$ cat config.mk
export PLATFORM = sky130hd
export DESIGN_NAME = return_address_stack
export DESIGN_NICKNAME = d
export VERILOG_FILES = /design/src/rtl/return_address_stack.sv
export SDC_FILE = /design/constraint.sdc
export NUM_CORES = 1
export LEC_CHECK = 0
export CAP_MARGIN = 20
export CORE_MARGIN = 2
export CORE_UTILIZATION = 50
export DETAILED_ROUTE_END_ITERATION = 8
export GPL_TIMING_DRIVEN = 0
export PLACE_DENSITY = 0.76
export SYNTH_ARGS = -nofsm -noshare
export SYNTH_HDL_FRONTEND = slang
export SYNTH_SLANG_ARGS = --single-unit
$ cat constraint.sdc
create_clock -name RS_clk -period 2.5 [get_ports RS_clk]
set_input_delay 0.625 -clock RS_clk [delete_from_list [all_inputs] [get_ports RS_clk]]
set_output_delay 0.625 -clock RS_clk [all_outputs]
set_load 0.1 [all_outputs]
$ cat src/rtl/return_address_stack.sv
// return_address_stack: call/return LIFO driving the instruction counter write port
module return_address_stack #(
    parameter int DEPTH = 8
) (
    input  logic       RS_clk,
    input  logic       RS_rst,
    input  logic       RS_call,
    input  logic       RS_ret,
    input  logic [7:0] RS_target,
    input  logic [7:0] RS_pc_in,
    input  logic       RS_err_clr,
    output logic [7:0] RS_pc_out,
    output logic       RS_pc_wr_en,
    output logic       RS_busy,
    output logic       RS_full,
    output logic       RS_empty,
    output logic [4:0] RS_depth,
    output logic       RS_overflow,
    output logic       RS_underflow
);
    localparam int AW = $clog2(DEPTH);
    localparam logic [0:0] IDLE = 1'b0;
    localparam logic [0:0] LOAD = 1'b1;

    logic [0:0]    state;
    logic [7:0]    stack [DEPTH];
    logic [AW-1:0] wr_idx;
    logic [AW-1:0] rd_idx;
    logic          idle;
    logic          do_call;
    logic          do_ret;
    logic          ovf_ev;
    logic          unf_ev;

    assign idle        = state == IDLE;
    assign do_call     = idle & RS_call & ~RS_full;
    assign do_ret      = idle & RS_ret & ~RS_call & ~RS_empty;
    assign ovf_ev      = idle & RS_call & RS_full;
    assign unf_ev      = idle & RS_ret & ~RS_call & RS_empty;
    assign wr_idx      = RS_depth[AW-1:0];
    assign rd_idx      = AW'(RS_depth - 5'd1);
    assign RS_pc_wr_en = state == LOAD;
    assign RS_busy     = state == LOAD;
    assign RS_full     = RS_depth == 5'(DEPTH);
    assign RS_empty    = RS_depth == 5'd0;

    // control state, load address, stack depth and sticky errors (error set beats clear)
    always_ff @(posedge RS_clk or negedge RS_rst) begin
        if (!RS_rst) begin
            state        <= IDLE;
            RS_pc_out    <= 8'h00;
            RS_depth     <= 5'd0;
            RS_overflow  <= 1'b0;
            RS_underflow <= 1'b0;
        end else begin
            state        <= (do_call | do_ret) ? LOAD : IDLE;
            RS_pc_out    <= do_call ? RS_target : do_ret ? stack[rd_idx] : RS_pc_out;
            RS_depth     <= do_call ? RS_depth + 5'd1 : do_ret ? RS_depth - 5'd1 : RS_depth;
            RS_overflow  <= ovf_ev | (RS_overflow & ~RS_err_clr);
            RS_underflow <= unf_ev | (RS_underflow & ~RS_err_clr);
        end
    end

    // stack storage; entries at or above the depth are don't-care so no reset is needed
    always_ff @(posedge RS_clk) begin
        if (do_call) stack[wr_idx] <= 8'(RS_pc_in + 8'd1);
    end
endmodule

==> flow_summary.ini <==
[critical_path]
crit_buf_inv = 3
cp-end-kind = output pin
reg2reg_depth = 4
critPathKind = register to output pin
crit_arrival_ns = 1.96
start_kind = register
crit_chain = inv_8, ha_4, or4b_4, clkinvlp_4, buf_12
crit_slowest_cell = dfrtp_4
critical_path.max_stage_delay_ns = 0.56
crit_path_max_fanout = 9
path_delay_family = flip-flops
path_depth = 5
cp.required_ns = 1.88

[synth]
yosysUniqueCellTypes = 41
synth-edff-count = 64
yosysTopAreaCell = edfxtp_1
synth_cells = 237
synth.avg_cell_area_um2 = 14.60
synth_area_leaders = edfxtp_1 (56%), dfrtp_1 (12%), mux2_2 (6.8%)
netlist_area_mm2 = 0.003461
synth_ff_type = edfxtp_1
yosys_warnings = 0
seq_area_frac_synth_pct = 67.10
synth_top_area_share_pct = 55.53
synthArstFlopShare_pct = 20.00
syn_nets = 261
synth_seq_cells = 80

[sta]
finalHoldViolations = 0
rsz0062_at_grt = yes
tightest_slew_ns = 0.9751
finalCritPeriodShare_pct = 103.2
skew_ns = 0.009799
clock.fmax_ghz = 0.3874
maxSlewViolCount = 0
worst_slack_ns = -0.08122
fin_crit_ns = 2.581
slew_headroom_pct = 34.89
setup_viol = 1

[status]
violations = setup timing
status = finished with violations

[pwr]
power_uw = 5812
vdd_drop_max_mv = 0.5028
combPwrFrac_pct = 54.4
power.internal_uw = 3084
clkPwrFrac_pct = 13.6
power_frac_seq_pct = 32.0
switchingPower_uw = 2727
power_leakage_uw = 0.001637
power_density_mw_per_mm2 = 1351
swShare_pct = 46.93

[die]
core_mm2 = 0.006756
boundaryPins = 40
dieArea_mm2 = 0.007603
initial_core_util_pct = 51.22
fp-row-count = 30
die_w_um = 87.20
die_h_um = 87.20

[routing]
ant_nets = 0
drt_iter0_markers = 266
wl_um = 7572
wl_per_cell_um = 20.03
vias = 2230
vias_per_cell = 5.899
drc = 0
dr.pass1.iters = 5

[clock_network]
path_clk_slew_ns = 0.08
cts-root-buf = clkbuf_8
cts_buffer_depth = 2
numCtsBuffers = 9
cts_tree = yes
clock-sinks = 80
cts_htree_levels = 3
clk_latency_ns = 0.35
cts-hold-fix-buffers = 0

[grt]
grt_antenna_before_repair = 0
grt_first_pass_wirelength_um = 11270
grt_max_degree = 17
grt_pass1_vias = 2031
grt_usage_pct = 20.81
overflow = 0

[placed_design]
dp_hpwl_um = 5058
numPortBuffers = 39
gp_congestion = 0.8013
dpl_cell_area_mm2 = 0.004055

[finish]
syn_to_final_growth_pct = 24.26
num_antenna_cells = 0
fillers = 494
final_cell_area_mm2 = 0.004300
drive_gt1_share_pct = 24.83
fin_nets = 318

[hold_path]
min_path_cells = 2
min_path_type = register to register

[job]
drv_cap = 0
==> cells in the mapped netlist (2+ instances only) <==
| master | number |
|---|---|
| nor3_1 | 6 |
| xnor2_1 | 5 |
| mux2_2 | 21 |
| inv_1 | 11 |
| o31ai_1 | 6 |
| ha_1 | 3 |
| nor2_1 | 5 |
| o22ai_1 | 8 |
| buf_2 | 6 |
| o21ai_0 | 8 |
| a22oi_1 | 7 |
| dfrtp_1 | 16 |
| a21oi_1 | 3 |
| mux4_2 | 2 |
| and3_1 | 2 |
| xor2_1 | 4 |
| nand2_1 | 10 |
| edfxtp_1 | 64 |
| buf_4 | 2 |
| nand3_1 | 15 |
| nand2b_1 | 2 |
| mux2i_1 | 8 |
| nor4_1 | 2 |
| clkbuf_1 | 4 |
==> state kept, by name (all words and copies together), names as in the netlist <==
| signal | count |
|---|---|
| stack | 64 |
| RS_pc_out | 8 |
| RS_depth | 5 |
| RS_busy | 1 |
| RS_overflow | 1 |
| RS_underflow | 1 |
==> layout by cell type (no fill, tap or decap), types with 5 or more instances in the layout <==
master / synthesis / layout
o22ai_1: 8 / 8
nand2_1: 10 / 9
clkbuf_1: 4 / 5
a22oi_1: 7 / 7
dlygate4sd2_1: 0 / 6
inv_1: 11 / 7
o21ai_0: 8 / 7
dlymetal6s2s_1: 0 / 9
nand3_1: 15 / 15
edfxtp_1: 64 / 64
mux2i_1: 8 / 8
clkdlybuf4s50_1: 0 / 21
o31ai_1: 6 / 6
mux2_2: 21 / 21
buf_2: 6 / 5
xnor2_1: 5 / 5
clkbuf_8: 0 / 9
buf_4: 2 / 11
dfrtp_1: 16 / 13
==> path summary, 6_finish.rpt <==
check                                           end                      from  slack, ns
max in group asynchronous   RS_depth[0]$_DFFE_PN0P_                    RS_rst       1.18
min                        RS_pc_out[0]$_DFFE_PN0P_  RS_pc_out[0]$_DFFE_PN0P_       0.50
min in group asynchronous  RS_pc_out[7]$_DFFE_PN0P_                    RS_rst       0.73
min reg2reg                RS_pc_out[0]$_DFFE_PN0P_  RS_pc_out[0]$_DFFE_PN0P_       0.50
max                                        RS_empty   RS_depth[0]$_DFFE_PN0P_      -0.08
max reg2reg                   stack[5][1]$_DFFE_PP_   RS_depth[2]$_DFFE_PN0P_       0.20
==> cells by family after synthesis <==
group / Yosys count / synth area share, %
flip-flops: 80 / 67.10
XOR/XNOR: 9 / 2.277
AND/OR/NAND/NOR: 50 / 7.809
multiplexers: 31 / 10.45
adder cells (fa/ha/maj): 3 / 1.085
buffers and inverters: 24 / 3.254
AO/OA/AOI/OAI: 40 / 8.026
==> power by group through the flow <==
stage	Combinational (µW)	Sequential (µW)	Clock (µW)
floorplan	1570	2620	0
global placement	3070	1820	0
detailed placement	3130	1830	0
CTS	3170	1800	789
global route	3320	1890	866
finish	3160	1860	790
==> metrics by stage <==
step | instances | setup WS (ns) | hold WS, ns | util, % | setup TNS (ns)
after CTS | 377 | -0.1602 | 0.5098 | 62.89 | -0.8720
after floorplan | 237 | -0.08721 | 0.3294 | - | -0.5885
after global routing | 378 | -0.1510 | 0.5336 | 63.65 | -0.1807
after detailed placement | 360 | -0.8289 | 0.4907 | 60.02 | -14.51
after global placement | 356 | -0.8164 | 0.4870 | 59.57 | -27.91
final | 378 | -0.08122 | 0.5006 | 63.65 | -0.08122
==> worst register-to-register path, cell delays in order, from the launching register on <==
cell and delay [ns]:
dfrtp_1 0.42, clkbuf_1 0.57, nand2_1 0.24, nor3_1 0.50
buf_4 0.28
==> area by class of cell <==
cell class	count	area, µm²	area share, %
buffer	11	62.56	1.455
clock buffer	11	131.4	3.055
clock inverter	4	23.77	0.5528
inverter	11	56.30	1.309
multi-input combinational	133	1111	25.84
sequential	80	2331	54.20
tap	80	100.1	2.328
timing repair buffer	48	484.2	11.26
==> timing repair <==
action                                  in CTS  in global routing
pin swaps                                    0                  1
resized for setup                           27                 17
setup buffers                                2                  3
endpoints found under the setup margin      29                 22
==> layer usage <==
layer  track usage (%)  up-vias  part of all wire [%]
li1                  -     1025                     -
met1             29.71     1105                    44
met2             31.64       94                    48
met3             5.687        6                   6.7
met4             6.014        0                  0.55
met5                 0        -                     0
Note: power is estimated with default switching activity, not from simulation.
==> variant 1 (same settings) <==
The parameter `DEPTH` goes from 8 to 16.
--- a/src/rtl/return_address_stack.sv
+++ b/src/rtl/return_address_stack.sv
@@ -1,5 +1,5 @@
 // return_address_stack: call/return LIFO driving the instruction counter write port
 module return_address_stack #(
-    parameter int DEPTH = 8
+    parameter int DEPTH = 16
 ) (
     input  logic       RS_clk,
Check against the original RTL: no difference found for any inputs over 10 cycles, from zero or initial values and one cycle with RS_rst low; that may be too few to reach the edited logic, so the function may still have changed.
==> variant 1 against the unedited design <==
- the flow finishes with violations (design-rule violations, negative setup slack)
- die area up 68%
- critical path type unchanged
- sequential cell count up 64
- register-to-register slack got worse by 0.11 ns
- synthesized area is 71% higher
- critical path depth rose by 1
- highest routed layer unchanged
- routed wire length is 65% higher
- clock skew down 0.0032 ns
- sequential power is 64% higher
- critical endpoint unchanged
- worst setup slack worse by 0.068 ns
- cell count rose by 42%
- synthesized cell count rose by 31%
- sequential share of layout area increased by 4.1 points
- power increased by 65%
- cell area increased by 70%
==> variant 1: results (changes against the unedited design) <==
[run_status]
outcome=complete, but fails checks
violations=design-rule violations, negative setup slack

[timing]
layout_setup_ws_ns=-0.149  ; -0.0679 ns
setup_viol=1  ; unchanged

[clock_tree]
path_clk_slew_ns=0.06  ; -0.02 ns
clk_latency_ns=0.41  ; +0.06 ns
htree_levels=4  ; +1
numCtsBuffers=17  ; +8

[logic_synthesis]
synth_commonest_cells=edfxtp_1 (128), mux4_2 (32), dfrtp_1 (16)
synth_top_area_share_pct=64.8  ; +9.3 points
yosysSeqAreaShare_pct=71.6  ; +4.5 points
synthArstFlopShare_pct=11.1  ; -8.9 points
syn_nets=337  ; +29%
synth.area.top_cells=edfxtp_1 (65%), mux4_2 (12%), dfrtp_1 (6.8%), mux2_2 (1.5%), and2_1 (1.4%)
ys_types=40  ; -2.4%

[place]
dp_hpwl_um=8150  ; +61%
finalWeightedCongestion=0.840  ; +4.8%

[layout]
reg.largest.list=stack (128), RS_pc_out (8), RS_depth (5)
final_layout_size_suffix_gt1_share_pct=29.0  ; +4.2 points
nNetsFinal=408  ; +28%

[drt]
remaining_drc_errors=7  ; +7
vias_per_cell=5.97  ; +1.2%
vias=3201  ; +44%
routed_wl_um=12500  ; +65%

[pwr]
p_sw_uw=3590  ; +32%
irDropWorstVdd_v=0.000567  ; +13%
leakagePower_uw=0.00252  ; +54%

[critical_path]
cp_slowest_cell=or4b_4
crit_fanout=3  ; -6

[global_route]
grt_pass1_vias=3335  ; +64%

==> variant 1: critical path, delay by kind of cell (launching register included) <==
kind	cells	cell delay [ns]
and+or+nand+nor	1	0.55
adders and majority gates	1	0.14
buffers and inverters	4	0.42
DFF	1	0.50
==> variant 1: per-layer routing <==
metal,up-vias,global-route usage [%],wire [um]
met5,-,0,0
met4,0,10.2,417
met3,26,6.86,862
met2,135,32.9,5920
met1,1642,28.8,5280
li1,1398,-,-
==> variant 1: kinds of logic (layout without fill, tap and decap cells) <==
group	Yosys count	in the layout	share of synthesized area (%)
adder cells (fa/ha/maj)	6	6	1.27
AO/OA/AOI/OAI	42	42	4.96
multiplexers	40	40	13.7
buffers and inverters	21	104	1.84
AND/OR/NAND/NOR	45	45	4.77
XOR/XNOR	12	12	1.90
flip-flops	144	144	71.6
==> variant 1: path summary, 6_finish.rpt <==
| kind | from | to | slack [ns] | depth (start not counted) |
|---|---|---|---|---|
| max in group asynchronous | RS_rst | RS_depth[0] | 1.30 | 1 |
| setup reg to reg | RS_depth[0] | RS_pc_out[5] | 0.09 | 9 |
| hold / removal | RS_pc_out[5] | RS_pc_out[5] | 0.51 | 2 |
| min in group asynchronous | RS_rst | RS_pc_out[3] | 0.65 | 1 |
| hold reg to reg | RS_pc_out[5] | RS_pc_out[5] | 0.51 | 2 |
| setup / recovery | RS_depth[0] | RS_empty | -0.15 | 6 |
==> variant 1: layout make-up <==
type	count	area (um2)	area share (%)
plain buffers	11	80.1	1.10
clock buffers	23	448	6.14
clock inverters	8	114	1.56
inverters	8	72.6	0.995
multi-input cells	145	1630	22.4
flip-flops and latches	144	4250	58.3
well taps	143	179	2.45
repair buffers	54	517	7.09
==> variant 1: what timing repair did <==
item / 4_1_cts / 5_1_grt
resized for setup: 37 / 11
endpoints found under the hold margin: 0 / 0
setup buffers: 7 / 3
pin swaps: 0 / 1
endpoints found under the setup margin: 71 / 35
==> variant 1: stage by stage <==
| step | setup TNS, ns | instance area [um2] |
|---|---|---|
| floorplan | -0.00940 | 6040 |
| finish | -0.149 | 7290 |
| CTS | -0.422 | 7250 |
| detailed placement | -30.48 | 6650 |
| global route | -0.251 | 7290 |
| global placement | -44.83 | 6610 |
==> variant 1: power groups by stage <==
stage	Clock (uW)	Sequential [uW]	Combinational, uW
floorplan	0	3890	2180
detailed placement	0	3110	4030
CTS	2450	3050	4060
global route	2560	3080	4330
global placement	0	3090	3970
finish	2430	3050	4100
==> variant 2 (same settings) <==
Without the edit above. Reset style: synchronous (`RS_rst`), changed in one clocked block.
--- a/src/rtl/return_address_stack.sv
+++ b/src/rtl/return_address_stack.sv
@@ -46,5 +46,5 @@
 
     // control state, load address, stack depth and sticky errors (error set beats clear)
-    always_ff @(posedge RS_clk or negedge RS_rst) begin
+    always_ff @(posedge RS_clk) begin
         if (!RS_rst) begin
             state        <= IDLE;
Check against the original RTL: differs if RS_rst is asserted again (counterexample within 4 cycles, from zero or initial values and one cycle with RS_rst low); with RS_rst held inactive, the same outputs for 10 cycles.
==> variant 2 against the unedited design <==
- the flow still finishes with violations (negative setup slack)
- utilization increased by 4.5 points
- cell area rose by 2.3%
- sequential cell count unchanged
- power up 6.1%
- via count is 6.1% lower
- die area shrank 2.0%
- synthesized area fell by 2.1%
- routed wire length fell by 4.8%
- count of clock-buffer cells in the layout unchanged
- worst hold slack better by 0.023 ns
- worst setup slack improved by 0.074 ns
- non-clock buffer count grew 3
- highest routed layer unchanged
==> variant 2: results (changes against the unedited design) <==
[run_status]
outcome=complete, but fails checks
violations=negative setup slack

[logic_synthesis]
ys_types=39  ; -4.9%
synthArstFlopShare_pct=0  ; -20 points
synth.area.top_cells=edfxtp_1 (57%), dfxtp_1 (9.5%), mux4_2 (6.6%), mux4_1 (4.7%), mux2i_1 (2.4%)
yosysSeqAreaShare_pct=66.2  ; -0.90 points
syn_nets=241  ; -7.7%
synth_commonest_cells=edfxtp_1 (64), dfxtp_1 (16), nand2_1 (15)

[place]
dp_hpwl_um=4670  ; -7.7%
portBuffers=38  ; -2.6%
finalWeightedCongestion=0.776  ; -3.2%

[drt]
vias=2095  ; -6.1%
drt-pass1-iter-count=4  ; -1
first_iter_violations=153  ; -42%
wl_met3_um=408  ; -20%

[timing]
setup_viol=8  ; +7
final.setup_skew_ns=0.0144  ; +0.00462 ns
layout_setup_ws_ns=-0.00732  ; +0.0739 ns

[pwr]
irDropWorstVdd_v=0.000534  ; +6.3%
internal_power_uw=3630  ; +18%

[global_route]
grt_max_degree=15  ; -2
met1_usage_pct=28.5  ; -1.2 points
grt_pass1_vias=2000  ; -1.5%
grt_pass1_wl_um=10900  ; -3.0%
grtUsageMet3_pct=3.90  ; -1.8 points
track_usage_pct=20.2  ; -0.63 points
grtUsageMet2_pct=31.6  ; -0.073 points

[critical_path]
crit_fanout=8  ; -1
crit_start=RS_call
crit_arrival_ns=2.48  ; +0.52 ns
ff2ff_path_depth=3  ; -1

[layout]
nNetsFinal=303  ; -4.7%

variant 2: changes by cell type after synthesis, moves of 7 or more:
cell / change
mux2_2: -21
mux4_2: +8
dfrtp_1: -16
dfxtp_1: +16
a22oi_1: -7
variant 2: repair_timing:
| item | CTS | global route |
|---|---|---|
| buffers inserted | 0 | 11 |
| cloned | 0 | 0 |
| pin swaps | 0 | 1 |
| gates resized for setup | 24 | 22 |
| setup endpoints to repair | 36 | 60 |
variant 2: layout make-up:
| type | count | area, um2 | share of cell area [%] |
|---|---|---|---|
| sequential | 80 | 2250 | 51.2 |
| multi-input combinational | 116 | 1170 | 26.5 |
| timing repair buffer | 52 | 503 | 11.4 |
| clock buffer | 11 | 131 | 2.99 |
| clock inverter | 5 | 106 | 2.42 |
| tap | 77 | 96.3 | 2.19 |
| buffer | 10 | 81.3 | 1.85 |
| inverter | 10 | 62.6 | 1.42 |
variant 2: through the flow:
step | hold slack (ns) | power (uW) | instances | setup WS [ns] | utilization, %
finish | 0.524 | 6160 | 361 | -0.00732 | 68.1
global route | 0.546 | 6400 | 361 | -0.120 | 68.1
CTS | 0.526 | 5820 | 351 | -0.251 | 65.5
detailed placement | 0.514 | 4670 | 335 | -0.762 | 61.5
global placement | 0.506 | 4630 | 332 | -1.02 | 61.1
floorplan | 0.718 | 4010 | 217 | -0.0228 | -
variant 2: worst min path at each step:
stage            startpoint  slack (ns)  cells after the start            to
6_report       RS_pc_out[0]        0.52                      2  RS_pc_out[0]
5_1_grt        RS_pc_out[5]        0.55                      2  RS_pc_out[5]
4_1_cts        RS_pc_out[0]        0.53                      2  RS_pc_out[0]
3_3_place_gp   RS_pc_out[1]        0.51                      2  RS_pc_out[1]
3_5_place_dp   RS_pc_out[3]        0.51                      2  RS_pc_out[3]
2_1_floorplan   RS_depth[3]        0.72                      2   RS_depth[3]
variant 2: cell families (layout without fill, tap and decap cells):
logic type | count (synthesis) | after routing | synth area share, %
mux | 24 | 24 | 13.7
flops | 80 | 80 | 66.2
buf+inv | 21 | 88 | 2.70
xor+xnor | 9 | 9 | 2.55
compound gates | 20 | 20 | 4.47
fa+ha+maj | 3 | 3 | 1.11
simple gates | 60 | 60 | 9.31
variant 2: power groups by stage:
stage | combinational (uW) | clock, uW | sequential, uW
after detailed placement | 2870 | 0 | 1800
after floorplan | 1540 | 0 | 2470
final | 3260 | 1120 | 1770
after global placement | 2840 | 0 | 1790
after CTS | 2920 | 1130 | 1770
after global routing | 3410 | 1190 | 1800
variant 2: critical path: cells and delay by family:
family                 cells  cell delay (ns)
and+or+nand+nor            3             1.30
buffers and inverters      1             0.56
